$ cat src/rtl/cmos_pkg.sv
// cmos_pkg: shared bytes-per-pixel constants and FSM state encoding for the DVP pixel packer
package cmos_pkg;
   localparam int BPP_MIN    = 1;
   localparam int BPP_MAX    = 4;
   localparam int BPP_RAW8   = 1;
   localparam int BPP_RGB565 = 2;
   localparam int BPP_YUV422 = 2;
   localparam int BPP_RGB888 = 3;
   typedef enum logic [1:0] {S_WAIT_FRAME, S_HBLANK, S_ACTIVE} state_t;
endpackage

$ cat src/rtl/cmos_pixel_packer_if.sv
// cmos_pixel_packer_if: pixel word bus from the packer towards the frame-buffer write FIFO
interface cmos_pixel_packer_if import cmos_pkg::*; #(
   parameter int BPP     = BPP_RGB565,
   parameter int COORD_W = 12
);
   logic               pix_vld_o;
   logic [8*BPP-1:0]   pix_data_o;
   logic [COORD_W-1:0] pix_x_o;
   logic [COORD_W-1:0] pix_y_o;
   logic               sof_o;
   logic               eol_o;
   modport master (output pix_vld_o, pix_data_o, pix_x_o, pix_y_o, sof_o, eol_o);
   modport slave  (input  pix_vld_o, pix_data_o, pix_x_o, pix_y_o, sof_o, eol_o);
endinterface

$ cat src/rtl/cmos_sync_edge.sv
// cmos_sync_edge: registers the DVP bus once and derives vs/de edge strobes from the registered copies
module cmos_sync_edge (
   input  logic       pclk,
   input  logic       rst_n,
   input  logic       vs_i,
   input  logic       de_i,
   input  logic [7:0] pdata_i,
   output logic       de_r,
   output logic [7:0] pd_r,
   output logic       vs_rise,
   output logic       de_rise,
   output logic       de_fall
);
   logic vs_r, vs_d, de_d;
   always_ff @(posedge pclk or negedge rst_n)
      if (!rst_n) {vs_r, vs_d, de_r, de_d, pd_r} <= '0;
      else {vs_r, vs_d, de_r, de_d, pd_r} <= {vs_i, vs_r, de_i, de_r, pdata_i};
   assign vs_rise = vs_r & ~vs_d;
   assign de_rise = de_r & ~de_d;
   assign de_fall = ~de_r & de_d;
endmodule

$ cat src/rtl/cmos_pixel_packer.sv
// cmos_pixel_packer: packs DVP bytes into BPP-byte pixels with coordinates, crop window and short-line detection
module cmos_pixel_packer import cmos_pkg::*; #(
   parameter int BPP     = BPP_RGB565,
   parameter int SWAP    = 0,
   parameter int COORD_W = 12,
   parameter int FCNT_W  = 8
) (
   input  logic                pclk,
   input  logic                rst_n,
   input  logic                vs_i,
   input  logic                de_i,
   input  logic [7:0]          pdata_i,
   input  logic [COORD_W-1:0]  crop_x0_i,
   input  logic [COORD_W-1:0]  crop_y0_i,
   input  logic [COORD_W-1:0]  crop_w_i,
   input  logic [COORD_W-1:0]  crop_h_i,
   output logic [FCNT_W-1:0]   frame_cnt_o,
   output logic                err_short_o,
   cmos_pixel_packer_if.master pix
);
   if (BPP < BPP_MIN || BPP > BPP_MAX) begin : g_bpp_chk
      $error("cmos_pixel_packer: BPP out of range");
   end
   localparam logic [COORD_W-1:0] COORD_MAX = '1;
   localparam logic [1:0]         LAST      = 2'(BPP - 1);
   state_t             state_q, state_d;
   logic               de_r, de_rise, de_fall, vs_rise;
   logic [7:0]         pd_r;
   logic [1:0]         idx_q, idx_eff;
   logic [COORD_W-1:0] col_q, row_q, dcol_q, drow_q, x0_q, y0_q, w_q, h_q;
   logic [COORD_W:0]   x_end, y_end;
   logic [8*BPP-1:0]   asm_q;
   logic               gather, complete, line_end, line_pix_q, done_q, sof_arm_q, keep, eol;

   cmos_sync_edge u_sync (
      .pclk(pclk), .rst_n(rst_n), .vs_i(vs_i), .de_i(de_i), .pdata_i(pdata_i),
      .de_r(de_r), .pd_r(pd_r), .vs_rise(vs_rise), .de_rise(de_rise), .de_fall(de_fall)
   );

   // the first byte of a line arrives with de_rise, while the FSM still reads S_HBLANK
   assign gather   = !vs_rise && de_r && (state_q == S_ACTIVE || (state_q == S_HBLANK && de_rise));
   assign idx_eff  = de_rise ? 2'd0 : idx_q;
   assign complete = gather && idx_eff == LAST;
   assign line_end = !vs_rise && state_q == S_ACTIVE && de_fall;

   always_comb
      state_d = vs_rise                              ? S_HBLANK :
                (state_q == S_HBLANK && de_rise)     ? S_ACTIVE :
                (state_q == S_ACTIVE && de_fall)     ? S_HBLANK : state_q;

   always_ff @(posedge pclk or negedge rst_n)
      if (!rst_n) state_q <= S_WAIT_FRAME;
      else state_q <= state_d;

   always_ff @(posedge pclk or negedge rst_n)
      if (!rst_n) begin
         {idx_q, col_q, row_q, dcol_q, drow_q, x0_q, y0_q, w_q, h_q} <= '0;
         {asm_q, line_pix_q, done_q, sof_arm_q, err_short_o, frame_cnt_o} <= '0;
      end else begin
         done_q      <= complete;
         err_short_o <= line_end && idx_q != 2'd0;
         for (int i = 0; i < BPP; i++)
            if (gather && idx_eff == 2'(i)) asm_q[(SWAP != 0 ? 8*i : 8*(BPP-1-i)) +: 8] <= pd_r;
         if (complete) begin
            dcol_q <= col_q;
            drow_q <= row_q;
         end
         if (vs_rise) begin
            {x0_q, y0_q, w_q, h_q} <= {crop_x0_i, crop_y0_i, crop_w_i, crop_h_i};
            {idx_q, col_q, row_q, line_pix_q} <= '0;
            sof_arm_q <= 1'b1;
            if (state_q != S_WAIT_FRAME) frame_cnt_o <= frame_cnt_o + 1'b1;
         end else begin
            if (done_q && keep) sof_arm_q <= 1'b0;
            if (gather) begin
               idx_q <= complete ? 2'd0 : idx_eff + 2'd1;
               if (complete) begin
                  line_pix_q <= 1'b1;
                  if (col_q != COORD_MAX) col_q <= col_q + 1'b1;
               end
            end else if (line_end) begin
               {idx_q, col_q, line_pix_q} <= '0;
               if (line_pix_q && row_q != COORD_MAX) row_q <= row_q + 1'b1;
            end
         end
      end

   // window ends carry one extra bit so x0+w never wraps
   assign x_end = {1'b0, x0_q} + {1'b0, w_q};
   assign y_end = {1'b0, y0_q} + {1'b0, h_q};
   assign keep  = dcol_q >= x0_q && (w_q == '0 || {1'b0, dcol_q} < x_end) &&
                  drow_q >= y0_q && (h_q == '0 || {1'b0, drow_q} < y_end);
   assign eol   = w_q != '0 && {1'b0, dcol_q} == x_end - 1'b1;

   always_ff @(posedge pclk or negedge rst_n)
      if (!rst_n) begin
         pix.pix_vld_o  <= 1'b0;
         pix.pix_data_o <= '0;
         pix.pix_x_o    <= '0;
         pix.pix_y_o    <= '0;
         pix.sof_o      <= 1'b0;
         pix.eol_o      <= 1'b0;
      end else begin
         pix.pix_vld_o <= done_q && keep;
         if (done_q && keep) begin
            pix.pix_data_o <= asm_q;
            pix.pix_x_o    <= dcol_q - x0_q;
            pix.pix_y_o    <= drow_q - y0_q;
            pix.sof_o      <= sof_arm_q;
            pix.eol_o      <= eol;
         end
      end
endmodule

$ cat src/flat_wrapper.sv
// flat-port wrapper written by rule: the top's interface ports become plain ports
module cmos_pixel_packer_flat import cmos_pkg::*;
#(
   parameter int BPP     = BPP_RGB565,
   parameter int SWAP    = 0,
   parameter int COORD_W = 12,
   parameter int FCNT_W  = 8
)
  (pclk, rst_n, vs_i, de_i, pdata_i, crop_x0_i, crop_y0_i, crop_w_i, crop_h_i, frame_cnt_o, err_short_o, pix_pix_vld_o, pix_pix_data_o, pix_pix_x_o, pix_pix_y_o, pix_sof_o, pix_eol_o);
  cmos_pixel_packer_if #(.BPP(BPP), .COORD_W(COORD_W)) pix_i ();
  input  logic pclk;
  input  logic rst_n;
  input  logic vs_i;
  input  logic de_i;
  input  logic [7:0] pdata_i;
  input  logic [COORD_W-1:0] crop_x0_i;
  input  logic [COORD_W-1:0] crop_y0_i;
  input  logic [COORD_W-1:0] crop_w_i;
  input  logic [COORD_W-1:0] crop_h_i;
  output logic [FCNT_W-1:0] frame_cnt_o;
  output logic err_short_o;
  output wire logic [$bits(pix_i.pix_vld_o)-1:0] pix_pix_vld_o;
  output wire logic [$bits(pix_i.pix_data_o)-1:0] pix_pix_data_o;
  output wire logic [$bits(pix_i.pix_x_o)-1:0] pix_pix_x_o;
  output wire logic [$bits(pix_i.pix_y_o)-1:0] pix_pix_y_o;
  output wire logic [$bits(pix_i.sof_o)-1:0] pix_sof_o;
  output wire logic [$bits(pix_i.eol_o)-1:0] pix_eol_o;
  assign pix_pix_vld_o = pix_i.pix_vld_o;
  assign pix_pix_data_o = pix_i.pix_data_o;
  assign pix_pix_x_o = pix_i.pix_x_o;
  assign pix_pix_y_o = pix_i.pix_y_o;
  assign pix_sof_o = pix_i.sof_o;
  assign pix_eol_o = pix_i.eol_o;
  cmos_pixel_packer #(.BPP(BPP), .SWAP(SWAP), .COORD_W(COORD_W), .FCNT_W(FCNT_W)) u_core (.pclk(pclk), .rst_n(rst_n), .vs_i(vs_i), .de_i(de_i), .pdata_i(pdata_i), .crop_x0_i(crop_x0_i), .crop_y0_i(crop_y0_i), .crop_w_i(crop_w_i), .crop_h_i(crop_h_i), .frame_cnt_o(frame_cnt_o), .err_short_o(err_short_o), .pix(pix_i));
endmodule
$ cat config.mk
export PLATFORM = sky130hd
export DESIGN_NAME = cmos_pixel_packer_flat
export DESIGN_NICKNAME = d
export VERILOG_FILES = /design/src/rtl/cmos_pkg.sv /design/src/rtl/cmos_pixel_packer_if.sv /design/src/rtl/cmos_sync_edge.sv /design/src/rtl/cmos_pixel_packer.sv /design/src/flat_wrapper.sv
export SDC_FILE = /design/constraint.sdc
export NUM_CORES = 1
export LEC_CHECK = 0
export CORE_MARGIN = 10
export CORE_UTILIZATION = 47
export DETAILED_ROUTE_END_ITERATION = 8
export PLACE_DENSITY = 0.75
export SETUP_SLACK_MARGIN = 0.02
export SLEW_MARGIN = 20
export SYNTH_ARGS = -nofsm -noshare
export SYNTH_HDL_FRONTEND = slang
export SYNTH_SLANG_ARGS = --single-unit
export TNS_END_PERCENT = 50
$ cat constraint.sdc
create_clock -name pclk -period 3.95 [get_ports pclk]
set_input_delay 0.5925 -clock pclk [delete_from_list [all_inputs] [get_ports pclk]]
set_output_delay 0.5925 -clock pclk [all_outputs]
set_load 0.01 [all_outputs]
==> summary.txt, run 1 <==
Power
  – PD cells: 451.7 nW/µm²
  – P_leak: a little under 6 nW
  – Design Power: 5.605 mW
  – Peak supply drop: roughly 0.00036 V

Final layout
  – Nets: 1286
  – Antenna cell count: 0
  – Fin cells: roughly 1400
  – Area delta synth->final: 24.16%
  – Layout cells sized above 1: approximately 14%
  – Final Cell Area: 12410 µm²

Synth
  – Avg Cell Area, Syn: about 10 µm²
  – Ys Warns: 0
  – Post-Syn Instances: about 1000
  – FF+latch count, synth: between 150 and 200
  – Ys flop type: dfrtp_1
  – Sequential element share of the synthesized area: between 40% and 50%
  – Asr flop ratio synth: 100.0%
  – Post-synth top area share: 45.82%
  – EDFF count, synth: 0
  – Netlist Area Pre-Place: approximately 10000 µm²
  – Top cells by area, synth: dfrtp_1 (46%), ha_1 (9.1%), nand2_1 (6.3%)
  – Synth area leader: dfrtp_1
  – Synth unique cells: 70
  – Syn_nets: 1138
  – Post-synth top cells: dfrtp_1 (183), nand2_1 (168), o21ai_0 (75)
  – Most frequent cell after synthesis: dfrtp_1

STA
  – RSZ-0062 raised after global routing: yes
  – # setup viols final: between 40 and 50
  – Worst slew pin tran: roughly 0.97 ns
  – Pins Over Slew Limit: 0
  – Setup Skew: 0.01218 ns
  – Setup ws final: -0.06571 ns
  – Fin crit share: 101.7%
  – Final hold viol count: 0
  – Max Freq: 0.2490 GHz
  – Relative slew slack: about 35%
  – Final hold slack: 0.3056 ns
  – Final min period: roughly 4 ns
  – Setup TNS Final: -1.309 ns

Critical path
  – Critical-path cell list: ha_1 > a21o_1 > a21oi_2 > o21bai_1 > a21oi_2 > nor2b_1 > o21a_1 > o31a_1 > o41ai_2 > xor2_1 > ha_1 > nor2_1 > a211oi_1 > nand2_1 > a31o_2 > o2111a_1 > o21ai_4 > buf_4 > clkbuf_16 > nand2_1 > o21ai_1
  – Critical Path Stages: 21
  – WP buf/inv: 2
  – Crit path DAT: around 4.4 ns
  – Crit path launch type: flip-flop
  – Critical path peak fanout: 22
  – RR Startpoint: u_core.h_q[1]
  – R2r worst-path depth: 21
  – Worst path required time: ~4.3 ns
  – Endpoint class of the critical path: flip-flop
  – Slowest cell on crit path: dfrtp_1
  – Worst path max stage delay: around 0.39 ns
  – Crit path kind: reg -> reg
  – Cell family with most CP delay: compound AO/OA/AOI/OAI gates
  – Reg2reg end: u_core.pix.pix_y_o[0]
  – R2r setup slk: -0.07 ns

Clocking
  – Clock sink count: 183
  – Clock Tree Buf Depth: 2
  – Worst skew pair latency: 0.44 ns
  – Hold bufs inserted after CTS: 0
  – Reg clk slew, reported paths: approximately 0.08 ns
  – Level count of the clock H-tree: 4
  – CTS tree: yes
  – Root buf cell: clkbuf_16
  – Cts bufs inserted: 17

Die
  – Ports: around 110
  – Die Footprint: roughly 27000 µm²
  – Initial core utilization: about 48%
  – Die height: 165.8 µm
  – CORE AREA: approximately 21000 µm²
  – Row cnt: 53
  – Die width: approximately 170 µm

Global routing
  – Largest net degree at the start of global routing: around 130
  – Total grt overflow: 0
  – First-pass GRT wire length: ~41000 µm
  – Vias in the first global route: between 7000 and 8000
  – Initial antenna violation count: 0
  – All-layer global routing usage: 17.87%

Routing
  – Routed wire length: ~25000 µm
  – Iteration-0 DRC Markers: between 400 and 500
  – Post-DRT Antenna Nets: 0
  – DRC Markers: 0
  – Via count: 7852
  – Avg WL per Cell: 17.39 µm
  – DR pass1 iterations: 5
  – Vias per cell: between 5 and 6

Run status
  – Failing checks: negative setup slack
  – Outcome: finished, violations left

Placement
  – DP Wirelength: between 15000 and 20000 µm
  – Placed cell area: approximately 12000 µm²
  – Port bufs: 111
  – Placed insts: 1396
  – GP Congestion: just under 0.9

Job
  – Max-cap violations: 0

Hold path
  – HP Class: in -> async
registers in the layout, indices dropped and copies added (netlist names), 2 cells and up:
signal / cells
u_core.asm_q: 16
u_core.col_q: 12
u_core.dcol_q: 12
u_core.drow_q: 12
u_core.frame_cnt_o: 8
u_core.h_q: 12
u_core.idx_q: 2
u_core.pix.pix_data_o: 16
u_core.pix.pix_x_o: 12
u_core.pix.pix_y_o: 12
u_core.row_q: 12
u_core.state_q: 2
u_core.u_sync.pd_r: 8
u_core.w_q: 12
u_core.x0_q: 12
u_core.y0_q: 12
cell families (layout without fill, tap and decap cells):
kind of cell	after synthesis	in the layout	share of synthesized area, %
and+or+nand+nor	340	340	15.95
adders and majority gates	78	78	10.04
muxes	57	57	6.385
buffers and inverters	79	240	3.180
xor gates and xnor gates	70	70	6.273
AOI/OAI and AO/OA	194	194	12.35
DFF	183	183	45.82
layer usage:
metal	part of all wire [%]	up-vias	routed length, µm	track usage, %
met4	1.3	0	316	4.353
met2	47	194	11780	29.13
li1	-	3792	-	-
met1	46	3844	11510	23.17
met5	0	-	0	0
met3	5.5	22	1380	4.638
worst max path at each step:
stage	from	to	slack, ns
6_report	u_core.h_q[1]	u_core.pix.pix_y_o[0]	-0.07
5_1_grt	u_core.h_q[1]	u_core.pix.pix_y_o[0]	-0.28
4_1_cts	u_core.h_q[1]	u_core.pix.pix_data_o[14]	0.02
3_5_place_dp	u_core.h_q[1]	u_core.pix.pix_data_o[13]	-0.11
3_3_place_gp	u_core.h_q[1]	u_core.pix.pix_data_o[11]	-0.07
2_1_floorplan	u_core.y0_q[1]	u_core.pix.eol_o	0.05
timing repair:
item / CTS / global route
pin swaps: 1 / 1
gates resized for setup: 7 / 2
buffers inserted: 7 / 0
setup endpoints to repair: 42 / 44
gates cloned: 1 / 1
worst register-to-register path: stages, from the launching register on:
cell,delay [ns]
dfrtp_1,0.39
ha_1,0.29
a21o_1,0.20
a21oi_2,0.18
o21bai_1,0.13
a21oi_2,0.16
nor2b_1,0.06
o21a_1,0.18
o31a_1,0.27
o41ai_2,0.23
xor2_1,0.11
ha_1,0.29
nor2_1,0.04
a211oi_1,0.20
nand2_1,0.08
a31o_2,0.23
o2111a_1,0.28
o21ai_4,0.08
buf_4,0.19
clkbuf_16,0.20
nand2_1,0.07
o21ai_1,0.09
placed cells by master (no fill, tap or decap), types with 4 or more instances in the layout:
| cell | count |
|---|---|
| dfrtp_1 | 183 |
| nand2_1 | 168 |
| clkdlybuf4s50_1 | 110 |
| o21ai_0 | 74 |
| ha_1 | 72 |
| mux2_2 | 54 |
| inv_1 | 53 |
| nor2_1 | 51 |
| buf_4 | 39 |
| xnor2_1 | 38 |
| a21oi_1 | 35 |
| xor2_1 | 31 |
| nand3_1 | 22 |
| clkbuf_16 | 18 |
| nand4_1 | 12 |
| nor2b_1 | 11 |
| nor3_1 | 11 |
| nand2b_1 | 10 |
| a21o_1 | 10 |
| nor4_1 | 10 |
| and3_1 | 8 |
| or3_1 | 8 |
| o21ai_1 | 8 |
| o31ai_1 | 7 |
| a211oi_1 | 6 |
| o21a_1 | 6 |
| and4_1 | 6 |
| o211ai_1 | 5 |
| o21bai_1 | 5 |
| and2_1 | 4 |
| or2_2 | 4 |
| fa_1 | 4 |
| inv_6 | 4 |
final cells by class:
class	instances	area, µm²
Fill cell	1774	8547
Multi-Input combinational cell	739	5151
Sequential cell	183	4579
Timing Repair Buffer	154	1500
Clock buffer	17	425.4
Tap cell	275	344.1
Inverter	54	205.2
Clock inverter	15	202.7
through the flow:
stage,setup WS (ns),util (%)
2_1_floorplan,0.04525,-
3_3_place_gp,-0.07210,55.55
3_5_place_dp,-0.1055,55.55
4_1_cts,0.02272,59.08
5_1_grt,-0.2765,59.21
6_report,-0.06571,59.21
power by group:
group	leakage [nW]	total [mW]	internal [mW]	switching, mW
Combinational	3.09	1.56	0.748	0.810
Clock	0.303	1.80	0.974	0.830
Sequential	2.40	2.24	2.08	0.167
Note: power is estimated with default switching activity, not from simulation.
==> run 2: changes to the inputs <==
--- a/config.mk
+++ b/config.mk
@@ -5,6 +5,8 @@
 export SDC_FILE = /design/constraint.sdc
 export NUM_CORES = 1
 export LEC_CHECK = 0
+export ABC_AREA = 1
+export CORE_ASPECT_RATIO = 1.1
 export CORE_MARGIN = 10
 export CORE_UTILIZATION = 47
 export DETAILED_ROUTE_END_ITERATION = 8
==> run 2 against run 1 <==
  * The flow now finishes without violations
  * Maximum frequency grew 16%
  * Combinational power shrank 3%
  * Critical endpoint is now u_core.sof_arm_q
  * Highest routed layer unchanged
  * Routed wire length shrank 0.13%
  * Count of clock-buffer cells in the layout is the same
  * Synthesized cell count grew 27%
  * Flip-flop and latch count is the same
  * Power shrank 2.3%
  * Setup slack gained 0.57 ns
==> summary.txt, run 2 <==
Run status
  – Outcome: finished, final reports clean

Placement
  – DP Wirelength: between 15000 and 20000 µm
  – Dpl ws: 0.5112 ns
  – Port bufs: ~110
  – GP Congestion: approximately 0.94

Die
  – Initial core utilization: approximately half
  – Ports: between 100 and 150
  – Row cnt: 56
  – CORE AREA: 21440 µm²
  – Die height: ~180 µm
  – Die width: between 150 and 200 µm
  – Die Footprint: around 28000 µm²

Routing
  – Vias per cell: between 5 and 6
  – DR pass1 iterations: 7
  – Routed wire length: between 20000 and 25000 µm
  – Avg WL per Cell: roughly 15 µm
  – Via count: between 8000 and 9000
  – Post-DRT Antenna Nets: 0
  – DRC Markers: 0
  – Iteration-0 DRC Markers: between 400 and 500

Final layout
  – Area delta synth->final: 19.42%
  – Layout cells sized above 1: approximately 6.0%
  – Biggest regs: u_core.asm_q (16), u_core.pix.pix_data_o (16)
  – Most frequent cells in the layout: nand2_1 (390), dfrtp_1 (183), inv_1 (148)
  – Nets: about 1500
  – Antenna cell count: 0
  – Commonest non-fill, non-tap cell in the layout: nand2_1

Synth
  – Sequential element share of the synthesized area: ~44%
  – EDFF count, synth: 0
  – Post-Syn Instances: 1271
  – Post-synth top cells: nand2_1 (390), dfrtp_1 (183), inv_1 (149)
  – Synth unique cells: between 40 and 50
  – Asr flop ratio synth: 100.0%
  – Top cells by area, synth: dfrtp_1 (44%), nand2_1 (14%), ha_1 (8.9%)
  – Syn_nets: 1408
  – Ys flop type: dfrtp_1
  – Synth area leader: dfrtp_1
  – FF+latch count, synth: approximately 180
  – Ys Warns: 0
  – Most frequent cell after synthesis: nand2_1
  – Netlist Area Pre-Place: 10310 µm²
  – Avg Cell Area, Syn: between 8 and 9 µm²
  – Post-synth top area share: between 40 and 50%

Hold path
  – HP Class: in -> async

STA
  – Setup Skew: 0.01357 ns
  – # setup viols final: 0
  – RSZ-0062 raised after global routing: no
  – Pins Over Slew Limit: 0
  – Max Freq: 0.2901 GHz
  – Setup TNS Final: 0 ns
  – Worst slew pin tran: about 0.9 ns
  – Final min period: 3.447 ns
  – Relative slew slack: between 30% and 40%
  – Fin crit share: between 80 and 90%
  – Setup ws final: 0.5027 ns
  – Final hold viol count: 0

Clocking
  – Clock sink count: 183
  – Worst skew pair latency: ~0.43 ns
  – Root buf cell: clkbuf_16
  – Clock Tree Buf Depth: 2
  – Post-CTS Setup Inserts: 0
  – Reg clk slew, reported paths: about 0.070 ns
  – CTS resizes: 0
  – Cts bufs inserted: 17
  – Level count of the clock H-tree: 4
  – Hold bufs inserted after CTS: 0
  – CTS tree: yes

Global routing
  – First-pass GRT wire length: roughly 42000 µm
  – GR peak layer: met2
  – Met1 Use GR: ~21%
  – Initial antenna violation count: 0
  – Largest net degree at the start of global routing: ~110
  – All-layer global routing usage: between 10% and 20%
  – Vias in the first global route: roughly 8600
  – Met2 Use GR: between 30% and 40%
  – Total grt overflow: 0
  – Met3 Use GR: around 2.7%

Power
  – Switching share of power: a little over a third
  – P_leak: 6.146 nW
  – Reg power frac: 41.1%
  – PD cells: around 450 nW/µm²
  – Comb pwr share: approximately 28%
  – Switch Pwr: approximately 1.9 mW
  – Cell Int Power: 3.543 mW
  – Clock share of power: 31.1%
  – Peak supply drop: 0.0002827 V

Critical path
  – Worst path required time: 4.23 ns
  – Critical path peak fanout: 19
  – R2r worst-path depth: 18
  – Slowest cell on crit path: a21oi_4
  – Worst path max stage delay: about 0.46 ns
  – Endpoint class of the critical path: flip-flop
  – Worst setup path startpoint: u_core.h_q[0]
  – Crit path launch type: flip-flop
  – Cell family with most CP delay: compound AO/OA/AOI/OAI gates
  – CP most frequent cell: nand2_1
  – Critical Path Stages: 18
  – WP buf/inv: 1
  – RR Startpoint: u_core.h_q[0]
  – Critical-path cell list: ha_1 > inv_1 > fa_1 > o31ai_1 > xor2_1 > ha_1 > a21oi_1 > o21ai_0 > o21ai_0 > nand2_1 > nand2_1 > nand2_1 > nand2_1 > nand2_1 > nand2_1 > nand2_1 > a21oi_4 > o21ai_0
  – Reg2reg end: u_core.sof_arm_q
  – Crit path DAT: about 3.7 ns
  – Crit path to: u_core.sof_arm_q
  – R2r setup slk: between 0.5 and 0.6 ns
  – Crit path kind: reg -> reg

Job
  – Max-cap violations: 0
[run 2: metal layers]
layer / routed length (µm) / vias to the layer above / part of all wire, %
li1: - / 4360 / -
met5: 0 / - / 0
met1: 10890 / 4028 / 44
met2: 12530 / 191 / 50
met3: 963 / 28 / 3.9
met4: 578 / 0 / 2.3
[run 2: worst min-delay path by stage]
stage | from | end | slack (ns) | depth (start not counted)
3_3_place_gp | u_core.u_sync.vs_r | u_core.u_sync.vs_d | 0.36 | 0
3_5_place_dp | u_core.u_sync.vs_r | u_core.u_sync.vs_d | 0.37 | 0
5_1_grt | rst_n | u_core.pix.pix_x_o[9] | 0.35 | 1
2_1_floorplan | rst_n | u_core.asm_q[0] | 0.30 | 0
6_report | rst_n | u_core.pix.pix_x_o[9] | 0.28 | 1
4_1_cts | rst_n | u_core.pix.pix_x_o[9] | 0.31 | 1
[run 2: logic make-up after synthesis]
group / share of synthesized area, %
and+or+nand+nor: 23.45
AOI/OAI and AO/OA: 11.80
DFF: 44.42
buffers and inverters: 6.930
adders and majority gates: 9.637
xor gates and xnor gates: 3.653
muxes: 0.1092
[run 2: layout make-up]
| class | count | area, µm² |
|---|---|---|
| inverter | 152 | 570.5 |
| fill | 1982 | 9130 |
| clock inverter | 15 | 163.9 |
| clock buffer | 17 | 425.4 |
| sequential | 183 | 4579 |
| tap | 290 | 362.8 |
| multi-input combinational | 909 | 5024 |
| timing repair buffer | 117 | 1185 |
[run 2: per-stage QoR]
step | area (µm²) | hold WS [ns] | utilization, % | power (mW) | cells
6_report | 12310 | 0.2780 | 57.42 | 5.478 | 1683
3_5_place_dp | 11720 | 0.3695 | 54.65 | 3.805 | 1651
5_1_grt | 12310 | 0.3529 | 57.42 | 5.854 | 1683
4_1_cts | 12310 | 0.3122 | 57.40 | 5.523 | 1683
3_3_place_gp | 11720 | 0.3643 | 54.65 | 3.756 | 1651
2_1_floorplan | 10310 | 0.2969 | - | 3.324 | 1271
[run 2: worst reg2reg max path, stage by stage (launching register included)]
cell and delay, ns:
dfrtp_1 0.41, ha_1 0.19, inv_1 0.05, fa_1 0.41, o31ai_1 0.30, xor2_1 0.17
ha_1 0.26, a21oi_1 0.13, o21ai_0 0.09, o21ai_0 0.18, nand2_1 0.07, nand2_1 0.06
nand2_1 0.04, nand2_1 0.05, nand2_1 0.04, nand2_1 0.14, nand2_1 0.11, a21oi_4 0.46
o21ai_0 0.14
[run 2: power groups by stage]
stage	Sequential [mW]	Combinational, mW	Clock [mW]
after global placement	2.28	1.47	0
after CTS	2.25	1.53	1.74
final	2.25	1.52	1.70
after global routing	2.28	1.76	1.81
after detailed placement	2.28	1.52	0
after floorplan	2.25	1.07	0
==> run 3: changes to the inputs <==
--- a/config.mk
+++ b/config.mk
@@ -12,7 +12,6 @@
 export DETAILED_ROUTE_END_ITERATION = 8
 export PLACE_DENSITY = 0.75
 export SETUP_SLACK_MARGIN = 0.02
-export SLEW_MARGIN = 20
 export SYNTH_ARGS = -nofsm -noshare
 export SYNTH_HDL_FRONTEND = slang
 export SYNTH_SLANG_ARGS = --single-unit
==> run 3 against run 2 <==
  * Register-to-register slack hardly changed
  * Flip-flop and latch count did not move
  * Power about the same
  * Critical path depth unchanged
  * Clock power is essentially flat
  * Count of clock-buffer cells in the layout unchanged
==> summary.txt, run 3 (same netlist as run 2, synthesis figures left out) <==
Final layout
  – Biggest regs: u_core.asm_q (16), u_core.pix.pix_data_o (16)
  – Most frequent cells in the layout: nand2_1 (390), dfrtp_1 (183), inv_1 (149)
  – Antenna cell count: 0
  – Layout filler cell count: 1983
  – Layout cells sized above 1: approximately 5.8%
  – Final Util: a little under three fifths
  – Fin cells: between 1500 and 2000
  – Area delta synth->final: 19.38%
  – Commonest non-fill, non-tap cell in the layout: nand2_1
  – Nets: around 1500

Power
  – PD cells: 444.9 nW/µm²
  – Cell Int Power: around 3.5 mW
  – Switching share of power: a little over a third
  – Design Power: about 5.5 mW
  – Comb pwr share: roughly 28%
  – P_leak: 6.145 nW
  – Reg power frac: roughly 41%
  – Peak supply drop: 0.0002825 V
  – Switch Pwr: around 1.9 mW
  – Clock share of power: between 30% and 40%

Run status
  – Outcome: finished, final reports clean

STA
  – Final hold viol count: 0
  – Setup ws final: between 0.4 and 0.5 ns
  – Setup TNS Final: 0 ns
  – Worst slew pin tran: between 1 and 1.5 ns
  – Max Freq: a little under 0.3 GHz
  – # setup viols final: 0
  – RSZ-0062 raised after global routing: no
  – Fin crit share: around 87%
  – Setup Skew: 0.01359 ns
  – Final min period: approximately 3.5 ns
  – Relative slew slack: 21.66%
  – Pins Over Slew Limit: 0

Critical path
  – Endpoint class of the critical path: flip-flop
  – Crit path kind: reg -> reg
  – Critical path peak fanout: 19
  – Worst path required time: 4.23 ns
  – Crit path DAT: 3.74 ns
  – Crit path launch type: flip-flop
  – Worst setup path startpoint: u_core.h_q[0]
  – RR Startpoint: u_core.h_q[0]

Routing
  – DR pass1 iterations: 7
  – Post-DRT Antenna Nets: 0
  – Iteration-0 DRC Markers: 488
  – Avg WL per Cell: around 15 µm
  – Routed wire length: 24940 µm
  – Via count: 8585
  – DRC Markers: 0
  – Vias per cell: just over 5

Clocking
  – Level count of the clock H-tree: 4
  – CTS resizes: 0
  – Clock sink count: around 180
  – Cts bufs inserted: 17
  – Reg clk slew, reported paths: ~0.07 ns
  – Post-CTS Setup Inserts: 0
  – Clock Tree Buf Depth: 2
  – Hold bufs inserted after CTS: 0
  – Root buf cell: clkbuf_16
  – Worst skew pair latency: 0.43 ns
  – CTS tree: yes

Global routing
  – All-layer global routing usage: between 15 and 20%
  – Largest net degree at the start of global routing: between 100 and 150
  – Vias in the first global route: about 8600
  – Total grt overflow: 0
  – Initial antenna violation count: 0
  – First-pass GRT wire length: approximately 42000 µm

Placement
  – GP Congestion: around 0.94
  – DP Wirelength: around 19000 µm
  – Port bufs: roughly 110
  – Dpl ws: about 0.5 ns
  – Placed insts: approximately 1700

Die
  – Row cnt: 56
  – Ports: approximately 110
  – CORE AREA: approximately 21000 µm²
  – Die Footprint: 28260 µm²
  – Die width: approximately 160 µm
  – Initial core utilization: 48.08%
  – Die height: between 150 and 200 µm

Hold path
  – HP Class: in -> async

Job
  – Max-cap violations: 0
==> run 3: worst paths after layout <==
path                                         endpoint  slack, ns  cells after the start
worst max register to register       u_core.sof_arm_q       0.50                     18
max in group asynchronous               u_core.w_q[1]       2.77                      2
worst min-delay path            u_core.pix.pix_x_o[9]       0.28                      1
min in group pclk                  u_core.u_sync.vs_d       0.39                      0
worst max-delay path                 u_core.sof_arm_q       0.50                     18
worst min register to register     u_core.u_sync.vs_d       0.39                      0
==> run 3: cell type report <==
type / instances / area, µm² / area share [%]
clock buffer: 17 / 425.4 / 3.457
clock inverter: 15 / 163.9 / 1.332
inverter: 152 / 570.5 / 4.636
multi-input combinational: 909 / 5020 / 40.79
sequential: 183 / 4579 / 37.21
tap: 290 / 362.8 / 2.948
timing repair buffer: 117 / 1185 / 9.628
==> run 3: critical path: stages (launching register included) <==
cell	delay (ns)
dfrtp_1	0.41
ha_1	0.19
inv_1	0.05
fa_1	0.41
o31ai_1	0.30
xor2_1	0.17
ha_1	0.26
a21oi_1	0.13
o21ai_0	0.09
o21ai_0	0.18
nand2_1	0.07
nand2_1	0.06
nand2_1	0.04
nand2_1	0.05
nand2_1	0.04
nand2_1	0.13
nand2_1	0.11
a21oi_4	0.47
o21ai_0	0.14
==> run 3: power groups by stage <==
stage          sequential, mW  combinational [mW]  clock [mW]
6_report                 2.25                1.52        1.70
5_1_grt                  2.29                1.76        1.81
4_1_cts                  2.25                1.53        1.74
3_5_place_dp             2.28                1.52           0
3_3_place_gp             2.28                1.47           0
2_1_floorplan            2.25                1.07           0
==> run 3: per-stage QoR <==
step                      hold WS (ns)  cell area [µm²]
after floorplan                 0.2969            10310
after global placement          0.3643            11720
after detailed placement        0.3695            11720
after CTS                       0.3122            12310
after global routing            0.3529            12310
final                           0.2759            12310
==> run 3: metal layers <==
layer / global-route usage, % / up-vias / share of wire, %
met5: 0 / - / 0
met1: 21.47 / 4009 / 44
met2: 31.64 / 190 / 50
li1: - / 4355 / -
met4: 5.994 / 0 / 2.4
met3: 2.689 / 31 / 3.9
